## src/rtl/bf16_to_bcd_if.sv

```systemverilog
// rtl/bf16_to_bcd_if.sv - request/result bundle between the arctan stage, the BF16-to-BCD converter and the display path
interface bf16_to_bcd_if #(
    parameter int FRAC_DIGITS = 2
);
    localparam int NDIG = 3 + FRAC_DIGITS;

    logic                start;
    logic [15:0]         bf16_in;
    logic [4*NDIG-1:0]   bcd;
    logic                neg;
    logic                overflow;
    logic                is_nan;
    logic                busy;
    logic                done;

    modport master (
        output start, bf16_in,
        input  bcd, neg, overflow, is_nan, busy, done
    );

    modport slave (
        input  start, bf16_in,
        output bcd, neg, overflow, is_nan, busy, done
    );
endinterface

```

## src/rtl/bf16_to_bcd.sv

```systemverilog
// rtl/bf16_to_bcd.sv - multi-cycle BF16 to sign-magnitude BCD converter (3 integer + FRAC_DIGITS fraction digits)
module bf16_to_bcd #(
    parameter int FRAC_DIGITS = 2
) (
    input  logic         clk,
    input  logic         rst,
    bf16_to_bcd_if.slave bus
);
    function automatic int pow10(input int n);
        int r;
        r = 1;
        for (int i = 0; i < n; i++) r = r * 10;
        return r;
    endfunction

    localparam int NDIG   = 3 + FRAC_DIGITS;
    localparam int SCALE  = pow10(FRAC_DIGITS);
    localparam int LIMIT  = pow10(NDIG);
    localparam int BIN_W  = $clog2(LIMIT);
    localparam int FX_W   = 26;
    localparam int PROD_W = FX_W + 10;
    localparam int Q_W    = PROD_W - 16;
    localparam int CNT_W  = $clog2(BIN_W);
    localparam int DIG_W  = 4 * NDIG;

    localparam logic [PROD_W-1:0] SCALE_C = PROD_W'(SCALE);
    localparam logic [PROD_W-1:0] ROUND_C = PROD_W'(32768);
    localparam logic [Q_W-1:0]    LIMIT_Q = Q_W'(LIMIT);
    localparam logic [CNT_W-1:0]  LAST_C  = CNT_W'(BIN_W - 1);

    typedef enum logic [2:0] {
        IDLE, UNPACK, ALIGN, SCALE_ST, CHECK, BCD, OUTPUT
    } state_t;

    state_t state_q, state_d;

    logic [15:0]       x_q, x_d;
    logic              s_q, s_d;
    logic [7:0]        e_q, e_d;
    logic [7:0]        m_q, m_d;
    logic              nan_q, nan_d;
    logic              big_q, big_d;
    logic [FX_W-1:0]   fx_q, fx_d;
    logic [Q_W-1:0]    q_q, q_d;
    logic              res_neg_q, res_neg_d;
    logic              res_ovf_q, res_ovf_d;
    logic              res_nan_q, res_nan_d;
    logic [BIN_W-1:0]  bin_q, bin_d;
    logic [DIG_W-1:0]  work_q, work_d;
    logic [CNT_W-1:0]  cnt_q, cnt_d;
    logic [DIG_W-1:0]  bcd_q, bcd_d;
    logic              neg_q, neg_d;
    logic              ovf_q, ovf_d;
    logic              is_nan_q, is_nan_d;
    logic              done_q, done_d;
    logic              busy_c;
    logic              special_c;

    function automatic logic [DIG_W-1:0] add3(input logic [DIG_W-1:0] w);
        logic [DIG_W-1:0] r;
        r = w;
        for (int k = 0; k < NDIG; k++)
            if (w[4*k +: 4] >= 4'd5) r[4*k +: 4] = w[4*k +: 4] + 4'd3;
        return r;
    endfunction

    // Anything that skips double-dabble: NaN, Inf/huge exponent, out of range, or rounds to zero
    assign special_c = nan_q || big_q || (q_q >= LIMIT_Q) || (q_q == '0);

    always_ff @(posedge clk or posedge rst) begin
        if (rst) state_q <= IDLE;
        else     state_q <= state_d;
    end

    always_comb begin
        state_d = state_q;
        case (state_q)
            IDLE:     if (bus.start) state_d = UNPACK;
            UNPACK:   state_d = ALIGN;
            ALIGN:    state_d = SCALE_ST;
            SCALE_ST: state_d = CHECK;
            CHECK:    state_d = special_c ? OUTPUT : BCD;
            BCD:      if (cnt_q == LAST_C) state_d = OUTPUT;
            OUTPUT:   state_d = IDLE;
            default:  state_d = IDLE;
        endcase
    end

    always_comb begin
        busy_c = (state_q != IDLE);
        done_d = (state_q == OUTPUT);
    end

    always_comb begin
        x_d       = x_q;
        s_d       = s_q;
        e_d       = e_q;
        m_d       = m_q;
        nan_d     = nan_q;
        big_d     = big_q;
        fx_d      = fx_q;
        q_d       = q_q;
        res_neg_d = res_neg_q;
        res_ovf_d = res_ovf_q;
        res_nan_d = res_nan_q;
        bin_d     = bin_q;
        work_d    = work_q;
        cnt_d     = cnt_q;
        bcd_d     = bcd_q;
        neg_d     = neg_q;
        ovf_d     = ovf_q;
        is_nan_d  = is_nan_q;
        case (state_q)
            IDLE: if (bus.start) x_d = bus.bf16_in;
            UNPACK: begin
                s_d   = x_q[15];
                e_d   = x_q[14:7];
                m_d   = {1'b1, x_q[6:0]};
                nan_d = (x_q[14:7] == 8'hFF) && (x_q[6:0] != 7'd0);
            end
            ALIGN: begin
                // Q10.16: a shift of 118 on the exponent puts the mantissa LSB at the binary point's 2^-16
                big_d = (e_q >= 8'd137);
                if (e_q == 8'd0 || e_q >= 8'd137) fx_d = '0;
                else if (e_q >= 8'd118)           fx_d = FX_W'(m_q) << (e_q - 8'd118);
                else                              fx_d = FX_W'(m_q) >> (8'd118 - e_q);
            end
            SCALE_ST: q_d = Q_W'((PROD_W'(fx_q) * SCALE_C + ROUND_C) >> 16);
            CHECK: begin
                work_d    = '0;
                bin_d     = q_q[BIN_W-1:0];
                cnt_d     = '0;
                res_nan_d = nan_q;
                res_ovf_d = !nan_q && (big_q || (q_q >= LIMIT_Q));
                res_neg_d = !nan_q && s_q && (big_q || (q_q != '0));
            end
            BCD: begin
                {work_d, bin_d} = {add3(work_q), bin_q} << 1;
                cnt_d           = cnt_q + 1'b1;
            end
            OUTPUT: begin
                bcd_d    = work_q;
                neg_d    = res_neg_q;
                ovf_d    = res_ovf_q;
                is_nan_d = res_nan_q;
            end
            default: ;
        endcase
    end

    always_ff @(posedge clk or posedge rst) begin
        if (rst) begin
            x_q       <= '0;
            s_q       <= 1'b0;
            e_q       <= '0;
            m_q       <= '0;
            nan_q     <= 1'b0;
            big_q     <= 1'b0;
            fx_q      <= '0;
            q_q       <= '0;
            res_neg_q <= 1'b0;
            res_ovf_q <= 1'b0;
            res_nan_q <= 1'b0;
            bin_q     <= '0;
            work_q    <= '0;
            cnt_q     <= '0;
            bcd_q     <= '0;
            neg_q     <= 1'b0;
            ovf_q     <= 1'b0;
            is_nan_q  <= 1'b0;
            done_q    <= 1'b0;
        end else begin
            x_q       <= x_d;
            s_q       <= s_d;
            e_q       <= e_d;
            m_q       <= m_d;
            nan_q     <= nan_d;
            big_q     <= big_d;
            fx_q      <= fx_d;
            q_q       <= q_d;
            res_neg_q <= res_neg_d;
            res_ovf_q <= res_ovf_d;
            res_nan_q <= res_nan_d;
            bin_q     <= bin_d;
            work_q    <= work_d;
            cnt_q     <= cnt_d;
            bcd_q     <= bcd_d;
            neg_q     <= neg_d;
            ovf_q     <= ovf_d;
            is_nan_q  <= is_nan_d;
            done_q    <= done_d;
        end
    end

    assign bus.bcd      = bcd_q;
    assign bus.neg      = neg_q;
    assign bus.overflow = ovf_q;
    assign bus.is_nan   = is_nan_q;
    assign bus.busy     = busy_c;
    assign bus.done     = done_q;
endmodule
```

## src/flat_wrapper.sv

```systemverilog
// flat-port wrapper written by rule: the top's interface ports become plain ports
module bf16_to_bcd_flat 
#(
    parameter int FRAC_DIGITS = 2
)
  (clk, rst, bus_start, bus_bf16_in, bus_bcd, bus_neg, bus_overflow, bus_is_nan, bus_busy, bus_done);
  bf16_to_bcd_if #(.FRAC_DIGITS(FRAC_DIGITS)) bus_i ();
  input  logic clk;
  input  logic rst;
  input wire logic [$bits(bus_i.start)-1:0] bus_start;
  input wire logic [$bits(bus_i.bf16_in)-1:0] bus_bf16_in;
  output wire logic [$bits(bus_i.bcd)-1:0] bus_bcd;
  output wire logic [$bits(bus_i.neg)-1:0] bus_neg;
  output wire logic [$bits(bus_i.overflow)-1:0] bus_overflow;
  output wire logic [$bits(bus_i.is_nan)-1:0] bus_is_nan;
  output wire logic [$bits(bus_i.busy)-1:0] bus_busy;
  output wire logic [$bits(bus_i.done)-1:0] bus_done;
  assign bus_i.start = bus_start;
  assign bus_i.bf16_in = bus_bf16_in;
  assign bus_bcd = bus_i.bcd;
  assign bus_neg = bus_i.neg;
  assign bus_overflow = bus_i.overflow;
  assign bus_is_nan = bus_i.is_nan;
  assign bus_busy = bus_i.busy;
  assign bus_done = bus_i.done;
  bf16_to_bcd #(.FRAC_DIGITS(FRAC_DIGITS)) u_core (.clk(clk), .rst(rst), .bus(bus_i));
endmodule
```

## config.mk

```make
export PLATFORM = sky130hd
export DESIGN_NAME = bf16_to_bcd_flat
export DESIGN_NICKNAME = d
export VERILOG_FILES = /design/src/rtl/bf16_to_bcd_if.sv /design/src/rtl/bf16_to_bcd.sv /design/src/flat_wrapper.sv
export SDC_FILE = /design/constraint.sdc
export NUM_CORES = 1
export LEC_CHECK = 0
export CAP_MARGIN = 5
export CORE_ASPECT_RATIO = 1.1
export CORE_MARGIN = 8
export CORE_UTILIZATION = 61
export DETAILED_ROUTE_END_ITERATION = 8
export GPL_ROUTABILITY_DRIVEN = 0
export HOLD_SLACK_MARGIN = 0.1
export PLACE_DENSITY = 0.8
export SYNTH_ARGS = -nofsm -noshare
export SYNTH_HDL_FRONTEND = slang
export SYNTH_SLANG_ARGS = --single-unit
```

## constraint.sdc

```tcl
create_clock -name clk -period 10.4 [get_ports clk]
set_clock_uncertainty 0.15 [all_clocks]
set_input_delay 1.56 -clock clk [delete_from_list [all_inputs] [get_ports clk]]
set_output_delay 1.56 -clock clk [all_outputs]
set_load 0.05 [all_outputs]
```

==> metrics.md, run 1 <==
| Metric | Value |
|---|---|
| Status | finished clean |
| Core ar. | approximately 17,000 µm² |
| Yosys reg bits | around 150 |
| Syn Nets | roughly 1,300 |
| Max incr delay on CP | around 0.59 ns |
| Yosys top cell area share | around 36% |
| Achievable Freq | 204 MHz |
| Final setup viols | 0 |
| Initial antenna violation count | 0 |
| Largest family of logic cells by synthesized area | compound AO/OA/AOI/OAI gates |
| Final Cycle Share | 47.2% |
| Area growth syn-to-layout | 11.4% |
| Hold endpoint | u_core.bus.neg |
| Seq. cell area | approximately 3800 µm² |
| Critical-path top delay cell | or4_4 |
| Largest net degree at the start of global routing | 90 |
| Hold Buf Count CTS | 0 |
| Hold path startpoint | u_core.res_neg_q |
| Rows | 50 |
| Least-Margin Pin Slew | 1.11 ns |
| First-pass GRT wire length | approximately 40,000 µm |
| DRC | 0 |
| Startpoint Class | flip-flop |
| Vias in the first global route | between 8,000 and 9,000 |
| Most frequent cells in the layout | 163 x nand2_1, 151 x dfrtp_1, 114 x inv_1, 99 x ha_1, 92 x o21ai_0 |
| R2R setup slack | roughly 5.5 ns |
| Number of I/O port buffers | 43 |
| Mapped Area | about 11,000 µm² |
| Leakage | approximately 5.6 nW |
| Mapped Avg Cell Area | around 9 µm² |
| CTS Sinks | about 150 |
| DIE WIDTH | ~140 µm |
| DRT iter0 DRCs | roughly 550 |
| Clock buffer depth | 2 |
| DRT antenna net count | 0 |
| Sequential cell area fraction in the yosys report | 35.9% |
| Maximum vdd drop | around 0.00019 V |
| Adder-cell area share of the yosys netlist | 15.6% |
| Distinct cells, synth | 75 |
| Share of cells above drive strength 1 | 8.47% |
| Worst path most repeated cell | ha_1 |
| RR Startpoint | u_core.fx_q[7] |
| Post-synthesis compound-gate area fraction | 16.3% |
| Cell Area, Placed | between 10,000 and 15,000 µm² |
| Worst R2R End | u_core.q_q[15] |
| Die Y | approximately 150 µm |
| Routed vias/inst | 5.95 |
| Count of final max-slew check failures | 0 |
| First drt pass iteration count | 5 |
| Worst slew margin | between 20% and 30% |
| Hold Path Stages | 2 |
| Synth Warn # | 0 |
| Number of synthesized flops with an enable pin | 0 |
| Ant. Diodes | 0 |
| Number of fill cells | 1,272 |
| Aggregate global-route resource usage | 22.2% |
| Min-delay worst type | reg2reg |
| Worst path required time | around 11 ns |
| Final wirelength | around 23,000 µm |
| Post-route setup TNS | 0 ns |
| Main synth FF type | dfrtp_1 |
| Worst path cell trace | ha_1 > ha_1 > inv_1 > fa_1 > inv_1 > ha_1 > and4_1 > and2_1 > a211o_1 > xor2_1 > ha_1 > nand2_1 > nand4b_1 > or4_4 > or3_1 > a31oi_1 |
| Cells on worst reg2reg path | 16 |
| Ranking of synthesized cells by area | dfrtp_1 36%, ha_1 12%, nand2_1 5.8%, o21ai_0 4.4%, inv_1 4.1% |
| GRT overflow | 0 |
| Crit path max fanout | 8 |
| Clock-pin slew on the worst setup and hold paths | approximately 0.070 ns |
| Simple-gate share of the synthesized area | ~16% |
| Cell count after synthesis | between 1,000 and 1,500 |
| CTS buffer count | 17 |
| Initial Util | 62.0% |
| CP Class | reg2reg |
| Max-Cap Viols | 0 |
| Mux cell area share after synthesis | a little under 7% |
| CTS-repair resized insts | 0 |
| Post-detail-place hpwl | ~17,000 µm |
| CTS tree | yes |
| Multi-input logic area | between 6000 and 7000 µm² |
| RSZ-0062 raised after global routing | false |
| Fin. Hold Viols | 0 |
| Synth Area in XOR/XNOR | roughly 3.2% |
| Worst EP arrival | 5.10 ns |
| Crit path max-delay family | adder cells |
| Vias | about 8,400 |
| Top Ports | 44 |
| Pwr Density | ~220 nW/µm² |
| CP Capture Type | flip-flop |
| Setup Buffers After CTS | 0 |
| Die Area | between 20,000 and 25,000 µm² |
| # H-tree levels | 4 |
| Final min period | around 5 ns |
| Ys async rst share | 100% |
| Root buffer cell | clkbuf_16 |
| Clock latency on the worst-skew pair | about 0.43 ns |
| Area leader, netlist | dfrtp_1 |
| CP Buf/Inv Count | 2 |
| Commonest non-fill, non-tap cell in the layout | nand2_1 |
| Nets | 1,305 |
| Routed len/inst | 16.5 µm |
| Fin area | between 10,000 and 15,000 µm² |
area by class of cell:
cell class	count	area share, %
clock buffers	18	3.75
clock inverters	14	1.39
inverters	116	3.76
multi-input cells	829	52.1
flip-flops and latches	151	32.3
well taps	234	2.50
repair buffers	52	4.25
cell usage after synthesis (7+ instances only):
cell and count:
o22ai_1 24, o211ai_1 7, dfrtp_1 151, a22o_1 18
nor2b_1 11, inv_1 115, nor2_1 43, nand2_1 163
mux2i_1 27, clkbuf_1 50, nor3_1 12, a21oi_1 42
xor2_1 13, o221ai_1 8, xnor2_1 25, mux2_2 33
a211oi_1 8, nand4_1 13, nand3_1 24, or3_1 8
o21ai_0 92, fa_1 20, ha_1 99, nor3b_1 11
a31oi_1 7, nand2b_1 10, a21o_1 11
tightest hold or removal path, cell delays in order (launching register included):
cell	delay, ns
dfrtp_1	0.34
nand2_1	0.05
nand2_1	0.04
how the worst max path moves through the flow:
stage              startpoint        endpoint  cells after the start
2_1_floorplan             rst    u_core.big_q                      1
3_3_place_gp   u_core.fx_q[7]  u_core.q_q[15]                     16
3_5_place_dp   u_core.fx_q[7]  u_core.q_q[15]                     16
4_1_cts        u_core.fx_q[7]  u_core.q_q[15]                     16
5_1_grt        u_core.fx_q[7]  u_core.q_q[15]                     16
6_report       u_core.fx_q[7]  u_core.q_q[15]                     16
sequential cells by signal, summed over array words and instances (netlist names), 3 cells and up:
register / cells
u_core.state_q: 3
u_core.x_q: 16
u_core.work_q: 20
u_core.fx_q: 26
u_core.q_q: 18
u_core.m_q: 8
u_core.bin_q: 17
u_core.cnt_q: 5
u_core.bus.bcd: 20
u_core.e_q: 8
per-stage QoR:
step,util (%),setup WS [ns],instances,power [mW],hold slack (ns)
6_report,69.1,5.49,1414,2.57,0.312
5_1_grt,69.1,5.24,1414,2.74,0.331
4_1_cts,69.1,5.49,1414,2.58,0.314
3_5_place_dp,65.6,5.52,1382,1.95,0.297
3_3_place_gp,65.6,5.62,1382,1.92,0.297
2_1_floorplan,-,4.63,1150,1.68,0.282
logic make-up (layout without fill, tap and decap cells):
group,count (synthesis),count (layout)
flip-flops,151,151
AND/OR/NAND/NOR,345,345
buffers and inverters,170,200
XOR/XNOR,38,38
adder cells (fa/ha/maj),119,119
AO/OA/AOI/OAI,264,264
multiplexers,63,63
power by group:
| part | leakage [nW] | switching [mW] | internal [mW] |
|---|---|---|---|
| combinational | 3.24 | 0.624 | 0.425 |
| sequential | 2.02 | 0.179 | 0.726 |
| clock | 0.291 | 0.270 | 0.347 |
layer usage:
| layer | share of wire (%) | vias up | global-route usage, % |
|---|---|---|---|
| met4 | 2.0 | 0 | 7.89 |
| met5 | 0 | - | 0 |
| met2 | 51 | 208 | 39.0 |
| li1 | - | 4083 | - |
| met1 | 43 | 4079 | 26.9 |
| met3 | 3.8 | 40 | 3.59 |
Note: power is estimated with default switching activity, not from simulation.
==> run 2, diff against run 1 <==
--- a/config.mk
+++ b/config.mk
@@ -8,11 +8,11 @@
 export CAP_MARGIN = 5
 export CORE_ASPECT_RATIO = 1.1
 export CORE_MARGIN = 8
-export CORE_UTILIZATION = 61
+export CORE_UTILIZATION = 56
 export DETAILED_ROUTE_END_ITERATION = 8
 export GPL_ROUTABILITY_DRIVEN = 0
 export HOLD_SLACK_MARGIN = 0.1
-export PLACE_DENSITY = 0.8
+export PLACE_DENSITY = 0.77
 export SYNTH_ARGS = -nofsm -noshare
 export SYNTH_HDL_FRONTEND = slang
 export SYNTH_SLANG_ARGS = --single-unit
==> constraint.sdc (replaced) <==
create_clock -name clk -period 4.3 [get_ports clk]
set_clock_uncertainty 0.15 [all_clocks]
set_input_delay 0.645 -clock clk [delete_from_list [all_inputs] [get_ports clk]]
set_output_delay 0.645 -clock clk [all_outputs]
set_load 0.05 [all_outputs]
==> metrics.md, run 2 (synthesis gave the netlist of run 1 again) <==
| Metric | Value |
|---|---|
| Final Cycle Share | 104% (+57 points) |
| Clock latency on the worst-skew pair | 0.43 ns (about the same) |
| Final min period | 4.49 ns (-0.422 ns) |
| Worst path required time | 4.51 ns (-6.09 ns) |
| Worst EP arrival | 4.69 ns (-0.41 ns) |
| Worst R2R End | u_core.q_q[15] |
| End of the critical path | u_core.q_q[15] |
| DIE WIDTH | 147 µm (+3.9%) |
| Min-delay worst type | reg2reg |
| Max incr delay on CP | 0.56 ns (-0.03 ns) |
| DRT iter0 DRCs | 720 (+31%) |
| Max-Cap Viols | 0 (unchanged) |
| Ant. Diodes | 0 (unchanged) |
| Vias in the first global route | 8,912 (+6.7%) |
| Vias | 9,057 (+7.7%) |
| Core ar. | 18,400 µm² (+8.6%) |
| Routed vias/inst | 5.89 (-0.93%) |
| Count of final max-slew check failures | 0 (unchanged) |
| Cells on worst reg2reg path | 15 (-1) |
| Largest net degree at the start of global routing | 152 (+69%) |
| Clock buffer depth | 2 (unchanged) |
| Worst path cell trace | ha_1 > ha_1 > inv_1 > fa_1 > inv_1 > ha_4 > and4_4 > nor2b_4 > o211ai_1 > a31oi_2 > xor2_1 > nand2_1 > or4_4 > or3_1 > a31oi_1 |
| CP Class | reg2reg |
| R2R setup slack | -0.19 ns (-5.68 ns) |
| Fin. Hold Viols | 0 (unchanged) |
| Achievable Freq | 223 MHz (+9.4%) |
| Pwr Density | 502 nW/µm² (+130%) |
| CP Launch Point | u_core.fx_q[17] |
| Number of I/O port buffers | 43 (unchanged) |
| Crit path depth | 15 (-1) |
| Aggregate global-route resource usage | 21.3% (-0.90 points) |
| Startpoint Class | flip-flop |
| First-pass GRT wire length | 41,900 µm (+5.1%) |
| Share of cells above drive strength 1 | 23.0% (+15 points) |
| DRC | 0 (unchanged) |
| First drt pass iteration count | 6 (+1) |
| Most frequent cells in the layout | 160 x nand2_1, 149 x dfrtp_1, 119 x buf_4, 107 x inv_1, 85 x o21ai_0 |
| Rows | 52 (+4.0%) |
| Max reg flops | 26 (unchanged) |
| Final WS setup | -0.186 ns (-5.68 ns) |
| CTS Sinks | 151 (unchanged) |
| CTS buffer count | 17 (unchanged) |
| Root buffer cell | clkbuf_16 |
| Top reg by flops | u_core.fx_q |
| Critical-path top delay cell | or4_4 |
| # H-tree levels | 4 (unchanged) |
| RSZ-0062 raised after global routing | true |
| Hold Buf Count CTS | 0 (unchanged) |
| Final Power | 6.62 mW (+160%) |
| Failing checks | negative setup slack |
| Top Ports | 44 (unchanged) |
| Hold WS | 0.320 ns (+0.00788 ns) |
| Crit path max-delay family | simple AND/OR/NAND/NOR gates |
| Area growth syn-to-layout | 25.3% |
| CP Buf/Inv Count | 2 (unchanged) |
| DRT antenna net count | 0 (unchanged) |
| CTS tree | yes |
| Status | complete, but fails checks |
| Nets | 1,419 (+8.7%) |
| Final setup viols | 3 (+3) |
| Die Area | 23,400 µm² (+7.9%) |
| RR Startpoint | u_core.fx_q[17] |
| Least-Margin Pin Slew | 0.781 ns (-0.332 ns) |
| Die Y | 160 µm (+3.9%) |
| Crit path max fanout | 4 (-4) |
| Maximum vdd drop | 0.000475 V (+160%) |
| Initial antenna violation count | 0 (unchanged) |
| CP Capture Type | flip-flop |
| Commonest non-fill, non-tap cell in the layout | nand2_1 |
| Initial Util | 57.1% (-4.9 points) |
| Clock-pin slew on the worst setup and hold paths | 0.07 ns (about the same) |
| Leakage | 6.18 nW (+11%) |
| Final wirelength | 26,700 µm (+14%) |
| Worst slew margin | 47.9% (+22 points) |
| Post-detail-place hpwl | 17,400 µm (+2.6%) |
| Routed len/inst | 17.4 µm (+5.1%) |
| GRT overflow | 0 (unchanged) |
==> run 2: cell count changes in the layout (fill, tap and decap cells not counted), moves of 6 or more <==
cell     delta
inv_1       -7
ha_1       -26
buf_4     +110
a21oi_1     -8
nor2_1      -7
o21ai_0     -7
ha_4       +20
a21oi_2     +7
nor2_2      +6
inv_2       +7
ha_2        +6
==> run 2: cell type report <==
class	count	area, µm²
clock buffers	18	439
clock inverters	14	154
fillers	1285	5240
inverters	116	439
multi-input cells	829	6680
flip-flops and latches	151	3780
well taps	243	304
repair buffers	166	1380
==> run 2: tightest hold or removal path, delay by kind of cell (launching register included) <==
family / cells / cell delay [ns]
flops: 1 / 0.35
simple gates: 2 / 0.10
==> run 2: through the flow <==
stage	worst slack (ns)	instance area (µm²)	setup TNS [ns]	cells	utilization (%)
floorplan	0.00844	10600	0	1150	-
global placement	-0.132	11800	-0.262	1474	64.1
detailed placement	-0.197	11800	-0.635	1474	64.1
CTS	-0.151	12600	-0.186	1514	68.2
global route	-0.436	13200	-2.01	1537	71.6
finish	-0.186	13200	-0.231	1537	71.6
==> run 2: how the worst min path moves through the flow <==
| stage | end | startpoint | depth (start not counted) |
|---|---|---|---|
| 5_1_grt | u_core.bin_q[8] | u_core.bin_q[8] | 2 |
| 4_1_cts | u_core.bus.is_nan | u_core.res_nan_q | 2 |
| 6_report | u_core.bus.neg | u_core.res_neg_q | 2 |
| 2_1_floorplan | u_core.bus.neg | u_core.res_neg_q | 2 |
| 3_3_place_gp | u_core.bus.neg | u_core.res_neg_q | 2 |
| 3_5_place_dp | u_core.bus.neg | u_core.res_neg_q | 2 |
==> run 2: metal layers <==
metal  vias to the layer above  global-route usage (%)  part of all wire, %
li1                       4302                       -                    -
met1                      4399                    24.7                   39
met2                       275                    37.5                   53
met3                        81                    3.79                  4.5
met4                         0                    9.52                  3.7
met5                         -                       0                    0
==> run 2: report_power, final <==
group	internal, mW	leakage [nW]	switching, mW
clock network	0.794	0.288	0.703
logic	1.27	3.87	1.74
registers	1.76	2.02	0.363
total	3.82	6.18	2.80
==> run 2: what timing repair did <==
item | 4_1_cts | 5_1_grt
gates resized for setup | 17 | 89
setup endpoints to repair | 6 | 12
setup buffers | 8 | 23
pin swaps | 12 | 46
==> run 3, diff against run 2 <==
--- a/config.mk
+++ b/config.mk
@@ -5,13 +5,12 @@
 export SDC_FILE = /design/constraint.sdc
 export NUM_CORES = 1
 export LEC_CHECK = 0
-export CAP_MARGIN = 5
+export CAP_MARGIN = 10
 export CORE_ASPECT_RATIO = 1.1
 export CORE_MARGIN = 8
 export CORE_UTILIZATION = 56
 export DETAILED_ROUTE_END_ITERATION = 8
 export GPL_ROUTABILITY_DRIVEN = 0
-export HOLD_SLACK_MARGIN = 0.1
 export PLACE_DENSITY = 0.77
 export SYNTH_ARGS = -nofsm -noshare
 export SYNTH_HDL_FRONTEND = slang
==> results of run 3 <==
No change in the layout: final DEF, timing and power equal those of run 2.
